$ cat src/rtl/play_ctrl.sv
// Play/pause/stop control: debounces the PLAY and STOP buttons and runs the
// STOPPED/PLAYING/PAUSED machine that drives the downstream hold and restart pulse.
module play_ctrl #(
    parameter int DEBOUNCE_CYC = 1000000
) (
    input  logic       CLK,
    input  logic       RST,
    input  logic       BTN_PLAY,
    input  logic       BTN_STOP,
    output logic       START,
    output logic       CLR,
    output logic [1:0] state
);

    localparam int CW = $clog2(DEBOUNCE_CYC);
    localparam logic [CW-1:0] CNT_MAX = CW'(DEBOUNCE_CYC - 1);

    localparam logic [1:0] ST_STOPPED = 2'b00;
    localparam logic [1:0] ST_PLAYING = 2'b01;
    localparam logic [1:0] ST_PAUSED  = 2'b10;

    // Bit 0 is PLAY, bit 1 is STOP throughout the input path.
    logic [1:0]    sync1_q;
    logic [1:0]    sync2_q;
    logic [1:0]    stable_q;
    logic [1:0]    stable_prev_q;
    logic [CW-1:0] cnt_q [2];
    logic [1:0]    press;
    logic          play_ev;
    logic          stop_ev;

    logic [1:0]    state_q;
    logic [1:0]    state_d;
    logic          clr_d;
    logic          start_d;

    always_ff @(posedge CLK or posedge RST) begin
        if (RST) begin
            sync1_q <= 2'b00;
            sync2_q <= 2'b00;
        end else begin
            sync1_q <= {BTN_STOP, BTN_PLAY};
            sync2_q <= sync1_q;
        end
    end

    // A new level is accepted only after it has differed from the stable level
    // for DEBOUNCE_CYC consecutive cycles; any agreeing sample restarts the count.
    always_ff @(posedge CLK or posedge RST) begin
        if (RST) begin
            for (int i = 0; i < 2; i++) begin
                cnt_q[i] <= '0;
            end
            stable_q      <= 2'b00;
            stable_prev_q <= 2'b00;
        end else begin
            stable_prev_q <= stable_q;
            for (int i = 0; i < 2; i++) begin
                if (sync2_q[i] == stable_q[i]) begin
                    cnt_q[i] <= '0;
                end else if (cnt_q[i] == CNT_MAX) begin
                    stable_q[i] <= sync2_q[i];
                    cnt_q[i]    <= '0;
                end else begin
                    cnt_q[i] <= cnt_q[i] + CW'(1);
                end
            end
        end
    end

    assign press   = stable_q & ~stable_prev_q;
    assign play_ev = press[0];
    assign stop_ev = press[1];

    always_comb begin
        state_d = state_q;
        clr_d   = 1'b0;
        case (state_q)
            ST_STOPPED: begin
                if (play_ev) begin
                    state_d = ST_PLAYING;
                    clr_d   = 1'b1;
                end
            end
            ST_PLAYING: begin
                if (stop_ev) begin
                    state_d = ST_STOPPED;
                    clr_d   = 1'b1;
                end else if (play_ev) begin
                    state_d = ST_PAUSED;
                end
            end
            ST_PAUSED: begin
                if (stop_ev) begin
                    state_d = ST_STOPPED;
                    clr_d   = 1'b1;
                end else if (play_ev) begin
                    state_d = ST_PLAYING;
                end
            end
            default: begin
                state_d = ST_STOPPED;
            end
        endcase
        start_d = (state_d != ST_PLAYING);
    end

    always_ff @(posedge CLK or posedge RST) begin
        if (RST) begin
            state_q <= ST_STOPPED;
            START   <= 1'b1;
            CLR     <= 1'b0;
        end else begin
            state_q <= state_d;
            START   <= start_d;
            CLR     <= clr_d;
        end
    end

    assign state = state_q;

endmodule
$ cat config.mk
export PLATFORM = sky130hd
export DESIGN_NAME = play_ctrl
export DESIGN_NICKNAME = d
export VERILOG_FILES = /design/src/rtl/play_ctrl.sv
export SDC_FILE = /design/constraint.sdc
export NUM_CORES = 1
export LEC_CHECK = 0
export BUFFER_PORTS_ARGS = -buffer_cell sky130_fd_sc_hd__buf_4
export CAP_MARGIN = 20
export CELL_PAD_IN_SITES_DETAIL_PLACEMENT = 2
export CELL_PAD_IN_SITES_GLOBAL_PLACEMENT = 2
export CORE_ASPECT_RATIO = 1.75
export CORE_MARGIN = 4
export CORE_UTILIZATION = 41
export CTS_CLUSTER_SIZE = 14
export DETAILED_ROUTE_END_ITERATION = 8
export GPL_ROUTABILITY_DRIVEN = 0
export GPL_TIMING_DRIVEN = 0
export PLACE_DENSITY = 0.89
export SLEW_MARGIN = 20
export SYNTH_ARGS = -nofsm -noshare
export SYNTH_HDL_FRONTEND = slang
export SYNTH_SLANG_ARGS = --single-unit
export TNS_END_PERCENT = 30
$ cat constraint.sdc
create_clock -name CLK -period 4.5 [get_ports CLK]
set_input_delay 0 -clock CLK [delete_from_list [all_inputs] [get_ports CLK]]
set_output_delay 0 -clock CLK [all_outputs]
set_load 0.02 [all_outputs]
# --- Word-level counts from Yosys, hierarchy flattened ---
# Index checks and enable logic that the tools add are counted.
# W data, S select, Z words.
word_totals:
  in_bits: 4
  out_inout_bits: 4
  regBits: 52
classes:
  bitwise: 4
  muxes: 12
  n_addsub: 2
  n_eq_ne: 7
  n_reduce_logical: 4
op_table:
  columns: ["op", "n"]
  rows:
  - ["$mux W20", 4]
  - ["$add A20 B1 Y20 const B", 2]
  - ["$eq A20 B20 Y1 const B", 2]
  - ["$mux W2", 4]
  - ["$pmux W2 S3", 1]
  - ["$reduce_and A2 Y1", 2]
  - ["$and A2 B2 Y2", 1]
  - ["$eq A1 B1 Y1", 2]
  - ["$eq A2 B1 Y1 const B", 1]
  - ["$eq A2 B2 Y1 const B", 1]
  - ["$logic_not A2 Y1", 1]
  - ["$mux W1", 2]
  - ["$ne A2 B1 Y1 const B", 1]
  - ["$not A1 Y1", 2]
  - ["$not A2 Y2", 1]
  - ["$pmux W1 S2", 1]
  - ["$reduce_or A2 Y1", 1]

# --- Logic depth before layout (Yosys ltp) ---
logic_depth:
  ltp_word: 6
  mapped_depth: 6
  depth_no_buf: 6

# --- Worst setup path after synthesis ---
# Ideal clock, no wire load.
synth_timing:
  path_kind: "reg-to-reg"
  from: "register cnt_q[20] (netlist name)"
  to: "register cnt_q[38] (netlist name)"
  t_arrival_ns: 1.875
  required_time_ns: 4.422
  synth_period_minus_slack_ns: 1.953
  path_buffers: 0
  slack_ns: 2.547
  path_stages_with_launch: 6
  setup_time_ns: 0.078
  path_cell_list: "dfrtp_1 > ha_1 > nand2_1 > or4_1 > or4_1 > a21oi_1"
synth_between:
  elab_chain_cells: 3
  elab_cells_between_ends: 4
  classes_between: "add/sub (1); eq/ne (1); mux (2)"
synth_rtl:
  columns: ["item", "line_no", "text"]
  rows:
  - ["start: declaration", "27", "logic [CW-1:0] cnt_q [2];"]
  - ["start signal: indexed assignment", "65", "cnt_q[i] <= cnt_q[i] + CW'(1);"]
  - ["$add A20 B1 Y20 or $eq A20 B20 Y1 (tied branches)", "65, 61", null]
  - ["$mux W20 (*)", "61", "end else if (cnt_q[i] == CNT_MAX) begin"]
  - ["$mux W20 (*)", "59", "if (sync2_q[i] == stable_q[i]) begin"]
# Mark *: on every way between the ends. The rest lies on a longest branch, timed or not.
# A chain may end at the register's enable or synchronous reset.

# --- Worst setup path in the final report ---
layout_timing:
  from: "register cnt_q[20] (netlist name)"
  to: "register cnt_q[22] (netlist name)"
# The elaborated chain is that of the path after synthesis.

==> flow_metrics.py <==
metrics = {
    "timing": {
        "worst_slew_margin_rel": 0.425,
        "layout_worst_path_cycle_share": 0.512,
        "timing_worst_slew_pin_value_ns": 0.854,
        "final_max_slew_viol_count": 0,
        "worst_clk_skew_ns": 0.00971,
        "period_needed_ns": 2.30,
        "fin_setup_tns_ns": 0,
        "rsz0062_at_grt": "false",
        "fmax_ghz": 0.434,
        "finalHoldViolCount": 0,
        "finalHoldWorstSlack_ns": 0.255,
        "setup_violations": 0,
    },
    "synth": {
        "syn-instance-count": 250,
        "largest_family_of_logic_cells_by_synthesized_area": "simple AND/OR/NAND/NOR gates",
        "number_of_distinct_library_cells_after_synthesis": 31,
        "synth_warnings": 0,
        "synthTopCellsByArea": "dfrtp_1, xnor2_1, nor2_1, or4_1, nand3_1",
        "post_synth_and_or_nand_nor_area_fraction": 0.244,
        "most_used_standard_cell_by_instance_count_after_synthesis": "dfrtp_1",
        "ys.flop_type": "dfrtp_1",
        "yosys.area.top_type": "dfrtp_1",
        "netlist_top_cells_count": "dfrtp_1, nor2_1, xnor2_1",
        "synth_edf_count": 0,
        "post_synthesis_share_of_cell_area_spent_on_full_adders_half_adders_and_majority_gates": 0.0301,
        "share_of_the_yosys_chip_area_belonging_to_registers": 0.523,
        "post_synth_mux_area_share": 0.00904,
        "postSynthRegisterBits": 52,
        "synth-compound-area-share": 0.0763,
        "synth_xor_area_frac": 0.0914,
        "synth.top_cell.area_share": 0.512,
        "synth.net_count": 260,
        "netlist_area_sq_um": 2490,
        "synth.avg_cell_area_sq_um": 9.97,
        "ys_async_sr_fraction": 1.00,
    },
    "grt": {
        "grt_pass1_wl_um": 11700,
        "antenna_found_initial": 0,
        "grtUsageTotal": 0.206,
        "via_count_of_the_first_global_routing_pass": 2340,
        "global_route.overflow_total": 0,
        "grt_max_degree": 33,
    },
    "pwr": {
        "max-vdd-ir-drop_mv": 0.239,
        "power_frac_clock": 0.351,
        "share_comb_of_total_power": 0.041,
        "share_seq_of_total_power": 0.608,
        "switching_share": 0.248,
        "static-leakage-power_nw": 1.10,
        "p_sw_w": 0.000196,
        "power_density_nw_per_um2": 284,
        "design_power_total_w": 0.000791,
        "power_report.internal_total_w": 0.000595,
    },
    "cells_and_area": {
        "area_growth_pct": 11.6,
        "seq_area_sq_um": 1300,
        "layout-drive-gt1-share": 0.100,
        "final_net_count": 278,
        "finish.cell_count_without_fillers": 347,
        "multiInputGateArea_sq_um": 1120,
        "num-fill-cells": 637,
        "antennaDiodeCount": 0,
        "final_core_utilization": 0.473,
    },
    "setup_path": {
        "critical_path_s_largest_stage_delay_ns": 0.79,
        "cp-start-kind": "register",
        "worstSetupEndpointType": "register",
        "worst_path_slowest_cell": "o41ai_2",
        "critical_path_required_ns": 4.69,
        "crit_chain": "ha_1 -> nand3_1 -> o41ai_2 -> buf_2 -> nor2_1",
        "worstSetupPathType": "register to register",
        "timing.critical_path.fanout_max": 10,
        "crit_arrival_ns": 2.50,
    },
    "routing": {
        "ant_nets": 0,
        "viasPerCell": 5.70,
        "drt_drc_violations_left": 0,
        "routed_wire_length_per_instance_um": 19.6,
        "route.vias.total": 1977,
        "number_of_drc_markers_after_the_initial_detailed_route_iteration": 62,
        "detail_route.first_pass.iterations": 4,
        "detail_route.wirelength_um": 6790,
    },
    "clocking": {
        "cts.path.max_buffers": 2,
        "cts_tree": "done",
        "insertion_delay_ns": 0.31,
        "cts.clk_slew.worst_paths_ns": 0.10,
        "tritoncts.num_buffers": 5,
        "htreeDepth": 2,
        "cts.repair_timing.setup_buffer_count": 0,
        "cts-root-buf": "clkbuf_8",
        "cts_num_sinks": 52,
    },
    "die": {
        "core_region_area_sq_um": 5880,
        "floorplan.io_pins": 8,
        "die_x_um": 66.9,
        "start_util": 0.424,
        "die_h_um": 111,
        "die-area_sq_um": 7440,
        "row_count": 37,
    },
    "placement": {
        "numPortBuffers": 7,
        "dp_hpwl_um": 4990,
        "dpl.cell_count": 336,
    },
    "flow_run": {
        "cap_viol_max_count": 0,
    },
    "run_status": {
        "outcome": "finished clean",
    },
    "min_path": {
        "hp-class": "primary input to async pin",
    },
}
-- cells by family (layout without fill, tap and decap cells) --
group	count (synthesis)	count (layout)
AND/OR/NAND/NOR	118	118
flip-flops	52	52
AO/OA/AOI/OAI	29	29
XOR/XNOR	26	26
buffers and inverters	17	36
adder cells (fa/ha/maj)	6	6
multiplexers	2	2
-- path summary, 6_finish.rpt --
path | depth (start not counted) | startpoint | end | slack [ns]
hold reg to reg | 0 | sync1_q[1]$_DFF_PP0_ | sync2_q[1]$_DFF_PP0_ | 0.39
hold / removal | 3 | RST | cnt_q[4]$_DFF_PP0_ | 0.25
min in group CLK | 2 | BTN_STOP | sync1_q[1]$_DFF_PP0_ | 0.34
max in group asynchronous | 4 | RST | sync2_q[0]$_DFF_PP0_ | 3.69
setup reg to reg | 5 | cnt_q[20]$_DFF_PP0_ | cnt_q[22]$_DFF_PP0_ | 2.20
setup / recovery | 5 | cnt_q[20]$_DFF_PP0_ | cnt_q[22]$_DFF_PP0_ | 2.20
-- power by group through the flow --
stage	clock network, W	logic [W]	registers (W)
2_1_floorplan	0	0.0000191	0.000487
4_1_cts	0.000286	0.0000335	0.000481
6_report	0.000278	0.0000326	0.000481
5_1_grt	0.000306	0.0000379	0.000482
3_5_place_dp	0	0.0000315	0.000490
3_3_place_gp	0	0.0000274	0.000489
-- worst max-delay path: cells and delay by family (launching register included) --
family | cells | cell delay (ns)
AO/OA/AOI/OAI | 1 | 0.79
flip-flops | 1 | 0.46
buffers and inverters | 1 | 0.37
adder cells (fa/ha/maj) | 1 | 0.28
AND/OR/NAND/NOR | 2 | 0.27
-- layout by cell type (no fill, tap or decap), types with 2 or more instances in the layout --
| cell | Yosys | layout |
|---|---|---|
| a21oi_1 | 12 | 12 |
| a22oi_1 | 2 | 2 |
| and3_1 | 3 | 3 |
| buf_2 | 2 | 2 |
| buf_4 | 0 | 7 |
| clkbuf_1 | 4 | 5 |
| clkbuf_8 | 0 | 5 |
| dfrtp_1 | 51 | 51 |
| dlygate4sd3_1 | 0 | 3 |
| ha_1 | 6 | 6 |
| inv_1 | 11 | 10 |
| mux2_2 | 2 | 2 |
| nand2_1 | 14 | 14 |
| nand3_1 | 16 | 16 |
| nand4_1 | 6 | 6 |
| nor2_1 | 37 | 37 |
| nor2b_1 | 4 | 4 |
| nor3_1 | 9 | 9 |
| nor4_1 | 6 | 6 |
| o21ai_0 | 4 | 4 |
| o31ai_1 | 9 | 9 |
| or2_2 | 2 | 2 |
| or3_1 | 5 | 5 |
| or4_1 | 11 | 11 |
| xnor2_1 | 18 | 18 |
| xor2_1 | 8 | 8 |
-- through the flow --
step                      instance area, sq um  worst slack, ns
final                                     2780             2.20
after global routing                      2780             1.98
after CTS                                 2780             2.13
after detailed placement                  2660             2.13
after global placement                    2640             2.27
after floorplan                           2490             2.55
-- state kept, by name, summed over array words and instances, names as in the netlist --
register	flops
START	1
state	2
cnt_q	40
sync1_q	2
sync2_q	2
stable_prev_q	2
stable_q	2
CLR	1
-- metal layers --
layer	track usage	vias to the layer above	share of wire
li1	-	908	-
met1	0.203	1030	0.34
met2	0.409	24	0.62
met4	0.0678	0	0.025
met5	0	-	0
met3	0.0314	15	0.014
-- timing repair --
item / in CTS / in global routing
endpoints found under the hold margin: 21 / 0
hold buffers: 3 / 0
resized for setup: 0 / 0
-- area by class of cell --
class / count / area share
Clock inverter: 2 / 0.00585
Clock buffer: 6 / 0.0261
Multi-Input combinational cell: 181 / 0.404
Buffer: 6 / 0.00900
Inverter: 11 / 0.0148
Sequential cell: 52 / 0.468
Tap cell: 78 / 0.0351
Timing Repair Buffer: 11 / 0.0369
Power figures use the tool's default switching activity.
